`src/rtl/gf_dom_pkg.sv`:
```
// gf_dom_pkg
//   Shared helpers for the DOM-indep masked GF(2^2) multiplier.
//   - npairs(shares)          : number of unordered share pairs (randomness words per lane)
//   - pair_idx(shares, i, j)  : lexicographic index of pair (i,j), i<j
//   - sh_base(lanes, s, l)    : bit offset of the 2-bit slice for share s, lane l
//   - GF2_ONE                 : multiplicative identity in normal basis [Omega^2, Omega]
package gf_dom_pkg;

  localparam logic [1:0] GF2_ONE = 2'b11;

  function automatic int npairs(input int shares);
    return (shares * (shares - 1)) / 2;
  endfunction

  // Pairs ordered (0,1),(0,2),...,(0,n-1),(1,2),... ; caller guarantees i<j.
  function automatic int pair_idx(input int shares, input int i, input int j);
    return i * shares - (i * (i + 1)) / 2 + (j - i - 1);
  endfunction

  function automatic int sh_base(input int lanes, input int s, input int l);
    return (s * lanes + l) * 2;
  endfunction

endpackage

```
`src/rtl/gf_mul2_nb.sv`:
```
// gf_mul2_nb
//   Combinational GF(2^2) multiplier, normal basis [Omega^2, Omega].
// Ports
//   x_i  in  2  first operand
//   y_i  in  2  second operand
//   p_o  out 2  product x*y
module gf_mul2_nb (
  input  logic [1:0] x_i,
  input  logic [1:0] y_i,
  output logic [1:0] p_o
);

  logic t_s;

  // Shared term from the sums of both coordinates.
  assign t_s = (x_i[1] ^ x_i[0]) & (y_i[1] ^ y_i[0]);
  assign p_o = {(x_i[1] & y_i[1]) ^ t_s, (x_i[0] & y_i[0]) ^ t_s};

endmodule

```
`src/rtl/gf_mul2_dom_pipe.sv`:
```
// gf_mul2_dom_pipe
//   Two-stage pipelined DOM-indep masked GF(2^2) multiplier, LANES independent
//   products of SHARES-share operands, valid/ready stream on both sides.
//   Stage 1 registers every inner term A_i*B_i and every re-masked cross term
//   A_i*B_j ^ Z_ij separately; stage 2 compresses them into the output shares.
// Parameters
//   SHARES  Boolean shares per operand (2..4)
//   LANES   parallel multiplications per transfer (1..8)
// Ports
//   clk, rst             clock, synchronous active-high reset
//   in_valid / in_ready  input handshake (in_ready depends only on state and out_ready)
//   a_sh, b_sh           operand shares, slice [(s*LANES+l)*2 +: 2]
//   r_in                 fresh randomness, pair k slice [(k*LANES+l)*2 +: 2]
//   out_valid/out_ready  output handshake
//   q_sh                 product shares, same packing as a_sh
// Build option
//   GF_MUL_DOM_CLEAR_EN  when defined, a stage loading a bubble zeroes its data,
//                        so q_sh reads 0 whenever out_valid is low.
module gf_mul2_dom_pipe
  import gf_dom_pkg::*;
#(
  parameter int SHARES = 2,
  parameter int LANES  = 1
) (
  input  logic                                     clk,
  input  logic                                     rst,
  input  logic                                     in_valid,
  output logic                                     in_ready,
  input  logic [SHARES*LANES*2-1:0]                a_sh,
  input  logic [SHARES*LANES*2-1:0]                b_sh,
  input  logic [npairs(SHARES)*LANES*2-1:0]        r_in,
  output logic                                     out_valid,
  input  logic                                     out_ready,
  output logic [SHARES*LANES*2-1:0]                q_sh
);

  localparam int DW = SHARES * LANES * 2;
  localparam int TW = SHARES * SHARES * LANES * 2;

  // Stage-1 term bank: slot ((i*SHARES+j)*LANES+l)*2; diagonal = inner, off-diagonal = cross.
  logic [TW-1:0] term_s;
  logic [TW-1:0] s1_d, s1_q;
  logic          s1_v_d, s1_v_q;
  logic [DW-1:0] sum_s;
  logic [DW-1:0] s2_d, s2_q;
  logic          s2_v_d, s2_v_q;
  logic          s1_load_s, s2_load_s;

  for (genvar i = 0; i < SHARES; i++) begin : g_i
    for (genvar j = 0; j < SHARES; j++) begin : g_j
      for (genvar l = 0; l < LANES; l++) begin : g_l
        localparam int AI = sh_base(LANES, i, l);
        localparam int BJ = sh_base(LANES, j, l);
        localparam int TI = ((i * SHARES + j) * LANES + l) * 2;
        logic [1:0] prod_s;

        gf_mul2_nb u_mul (
          .x_i (a_sh[AI +: 2]),
          .y_i (b_sh[BJ +: 2]),
          .p_o (prod_s)
        );

        if (i == j) begin : g_inner
          assign term_s[TI +: 2] = prod_s;
        end else begin : g_cross
          // Z_ij and Z_ji are the same randomness word so it cancels in the share sum.
          localparam int K = (i < j) ? pair_idx(SHARES, i, j) : pair_idx(SHARES, j, i);
          assign term_s[TI +: 2] = prod_s ^ r_in[(K * LANES + l) * 2 +: 2];
        end
      end
    end
  end

  // Share i of the product is the XOR of row i of the registered term bank.
  always_comb begin
    sum_s = '0;
    for (int i = 0; i < SHARES; i++) begin
      for (int j = 0; j < SHARES; j++) begin
        for (int l = 0; l < LANES; l++) begin
          sum_s[(i * LANES + l) * 2 +: 2] = sum_s[(i * LANES + l) * 2 +: 2]
                                          ^ s1_q[((i * SHARES + j) * LANES + l) * 2 +: 2];
        end
      end
    end
  end

  assign s2_load_s = ~s2_v_q | out_ready;
  assign s1_load_s = ~s1_v_q | s2_load_s;
  assign in_ready  = s1_load_s;

  // Next-state for both stages: valid bits follow upstream on load, data per build option.
  always_comb begin
    s1_v_d = s1_v_q;
    s2_v_d = s2_v_q;
    s1_d   = s1_q;
    s2_d   = s2_q;
    if (s1_load_s) begin
      s1_v_d = in_valid;
    end
    if (s2_load_s) begin
      s2_v_d = s1_v_q;
    end
`ifdef GF_MUL_DOM_CLEAR_EN
    if (s1_load_s) begin
      s1_d = in_valid ? term_s : '0;
    end
    if (s2_load_s) begin
      s2_d = s1_v_q ? sum_s : '0;
    end
`else
    if (s1_load_s && in_valid) begin
      s1_d = term_s;
    end
    if (s2_load_s && s1_v_q) begin
      s2_d = sum_s;
    end
`endif
  end

  // Pipeline registers; reset discards anything in flight.
  always_ff @(posedge clk) begin
    if (rst) begin
      s1_v_q <= 1'b0;
      s2_v_q <= 1'b0;
      s1_q   <= '0;
      s2_q   <= '0;
    end else begin
      s1_v_q <= s1_v_d;
      s2_v_q <= s2_v_d;
      s1_q   <= s1_d;
      s2_q   <= s2_d;
    end
  end

  assign out_valid = s2_v_q;
  assign q_sh      = s2_q;

endmodule

```
`config.mk`:
```
export PLATFORM = sky130hd
export DESIGN_NAME = gf_mul2_dom_pipe
export DESIGN_NICKNAME = d
export VERILOG_FILES = /design/src/rtl/gf_dom_pkg.sv /design/src/rtl/gf_mul2_nb.sv /design/src/rtl/gf_mul2_dom_pipe.sv
export SDC_FILE = /design/constraint.sdc
export NUM_CORES = 1
export LEC_CHECK = 0
export ABC_AREA = 0
export CAP_MARGIN = 0
export CORE_MARGIN = 4
export CORE_UTILIZATION = 43
export DETAILED_ROUTE_END_ITERATION = 10
export GPL_TIMING_DRIVEN = 0
export PLACE_DENSITY = 0.73
export RECOVER_POWER = 100
export SYNTH_ARGS = -nofsm -noshare
export SYNTH_HDL_FRONTEND = slang
export SYNTH_SLANG_ARGS = --single-unit
```
`constraint.sdc`:
```
create_clock -name clk -period 1.23 [get_ports clk]
set_input_delay 0.1845 -clock clk [delete_from_list [all_inputs] [get_ports clk]]
set_output_delay 0.1845 -clock clk [all_outputs]
set_load 0.01 [all_outputs]
```
==> run_results.csv <==
group,metric,value,unit
final_layout,multi_input_area,558,um2
final_layout,fin_nets,133,
floorplanning,start_util,0.465,
route,detail-route-antenna-nets,0,
synth,syn_nets,108,
grt,grt_start_max_net_pins,11,
route,num_vias,745,
floorplanning,pin_count,20,
synth,synth_cell_types,24,
placement,dp_hpwl,1280,um
placement,pre_cts_ws,-719,ps
placement,io_buffers,19,
floorplanning,die_h,51.9,um
critical_path,crit_type,"reg -> out",
worst_hold_path,whs_path_depth,3,
timing,hold_viol,0,
synth,synth_top_flop_cell,"dfxtp_1",
critical_path,startpoint_type,"flip-flop",
critical_path,worstSetupEndpointType,"output pin",
timing,slew_violations,0,
outcome,status,"complete, no violations",
clock_network,cts.hold.buffers_added,0,
critical_path,cp_max_fo,4,
route,drc,0,
grt,overflow,0,
grt,grt_pass1_wl,2980,um
critical_path,critPathMaxStageDelay,380,ps
timing,setup_viol,0,
pwr,power_density,984,nW/um2
floorplanning,rows,15,
clock_network,numCtsBuffers,3,
pwr,cellLeakagePower,0.513,nW
final_layout,n_fill_cell,164,
route,firstDrtPassIters,4,
clock_network,h-tree-depth,1,
timing,relSlewSlack,0.725,
timing,period_share,0.958,
final_layout,n_antenna_cell,0,
clock_network,insertion_delay,280,ps
worst_hold_path,min_path_type,"in -> reg",
worst_hold_path,worstHoldEndpoint,"s1_v_q",
synth,syn_inst,94,
floorplanning,die_area,2700,um2
synth,yosysSeqAreaShare,0.338,
timing,worst_pin_slew,413,ps
clock_network,clockBufferDepth,2,
timing,fmax,0.848,GHz
route,first_iter_violations,14,
timing,fin_ws,51.0,ps
route,viasPerCell,5.21,
synth,yosys-top-cells-area,"dfxtp_1 (34%), xor2_1 (7.4%), mux2_1 (5.4%)",
critical_path,cp.required,1050,ps
synth,ys_seq_elements,14,
critical_path,arrival,990,ps
synth,postSynthAreaPerCell,8.82,um2
pwr,ir_worst_vdd,0.389,mV
synth,synth_area_leader_cell,"dfxtp_1",
clock_network,clk_pin_slew,80,ps
route,drt_wl_total,1700,um
timing,tns,0,ps
floorplanning,coreArea,1780,um2
critical_path,r2r_cells,5,
clock_network,cts_tree,"done",
job,drv_cap,0,
timing,clock_skew,4.56,ps
critical_path,r2r-end,"s1_q[4]",
synth,synth_edf_count,0,
synth,ys_async_sr_fraction,0,
timing,rsz0062_at_grt,"false",
timing,min_period,1180,ps
critical_path,cp_slowest_cell,"dfxtp_2",
critical_path,rr_startpoint,"out_valid",
synth,synth_area,830,um2
clock_network,clock_sinks,14,
placement,gp_congestion,0.757,
grt,track_usage,0.145,
final_layout,final_layout_size_suffix_gt1_frac,0.178,
synth,synth_top_cell_area_share,0.338,
grt,grt_pass1_vias,719,
floorplanning,die_x,51.9,um
final_layout,seq_area,283,um2
worst_hold_path,min_from,"in_valid",
grt,antenna_found_initial,0,
synth,synth_warnings,0,
final_layout,area_growth,32.3,%
route,drt-wirelength-per-cell,11.9,um
clock_network,cts_root_buffer,"clkbuf_4",
critical_path,crit_chain,"nand3b_4, clkdlybuf4s15_2",
critical_path,r2r_slack,110,ps
## power by group
group | internal, W | total (W) | leakage (nW) | switching [W]
logic | 0.000123 | 0.000237 | 0.376 | 0.000113
registers | 0.000488 | 0.000512 | 0.116 | 0.0000238
clock network | 0.000180 | 0.000331 | 0.0210 | 0.000151
## cells in the final DEF (no fill, tap or decap), types with 3 or more instances in the layout
cell type,synthesis,layout
a211oi_1,4,4
buf_2,1,3
clkbuf_4,0,3
clkdlybuf4s50_1,0,3
dfxtp_1,14,12
dlygate4sd2_1,0,10
inv_1,3,3
mux2_1,4,3
mux2i_1,4,4
nand2_1,10,10
nand3_1,3,3
nand3b_1,6,6
nor2_1,11,11
nor2b_1,4,4
o211ai_1,3,3
xnor2_1,4,4
xor2_1,7,7
## sequential cells by signal (all words and copies together), names as in the netlist
signal / count
s1_q: 8
q_sh: 4
out_valid: 1
s1_v_q: 1
## critical path: cells and delay by family, from the launching register on
kind / cells / cell delay, ps
buf+inv: 1 / 230
simple gates: 1 / 100
flops: 1 / 380
## worst max-delay path by stage
| stage | from | end | slack [ps] | cells after the start |
|---|---|---|---|---|
| 2_1_floorplan | out_valid | s1_q[3] | 30 | 5 |
| 3_3_place_gp | b_sh[1] | s1_q[4] | -710 | 5 |
| 3_5_place_dp | b_sh[1] | s1_q[4] | -720 | 5 |
| 4_1_cts | out_valid | q_sh[1] | 5 | 4 |
| 5_1_grt | rst | q_sh[3] | 10 | 3 |
| 6_report | out_valid | in_ready | 50 | 2 |
## final cells by class
cell class,instances,area share
Buffer,2,0.00798
Clock buffer,4,0.0331
Inverter,3,0.0103
Multi-Input combinational cell,75,0.509
Sequential cell,14,0.258
Tap cell,25,0.0285
Timing Repair Buffer,20,0.154
## synth_stat cells, types with 3 or more instances
cell type,count
inv_1,3
xnor2_1,4
nor2b_1,4
mux2_1,4
nor2_1,11
mux2i_1,4
dfxtp_1,14
o211ai_1,3
nand3_1,3
nand2_1,10
xor2_1,7
nand3b_1,6
a211oi_1,4
## stage by stage
step / cells / utilization / hold slack, ps / total power (W) / instance area (um2)
after detailed placement: 138 / 0.589 / 486 / 0.000767 / 1050
final: 143 / 0.615 / 269 / 0.00108 / 1100
after global routing: 143 / 0.615 / 308 / 0.00113 / 1100
after global placement: 138 / 0.589 / 473 / 0.000760 / 1050
after floorplan: 94 / - / 314 / 0.000658 / 830
after CTS: 143 / 0.618 / 349 / 0.00109 / 1100
## cells by family (layout without fill, tap and decap cells)
group                  count (synthesis)  in the layout  share of synthesized area
AND/OR/NAND/NOR                       42             42                      0.297
buffers and inverters                  5             29                     0.0241
flip-flops                            14             14                      0.338
multiplexers                           9              9                      0.116
XOR/XNOR                              11             11                      0.116
AO/OA/AOI/OAI                         13             13                      0.109
## metal layers
metal  track usage  share of wire  vias up
li1              -              -      386
met1         0.166           0.44      335
met2         0.264           0.50       22
met3       0.00860          0.054        2
met4        0.0786         0.0094        0
met5             0              0        -
## timing repair
action | CTS | global route
pin swaps | 2 | 1
setup endpoints to repair | 17 | 9
resized for setup | 32 | 4
buffers inserted | 1 | 0
Power figures use the tool's default switching activity.
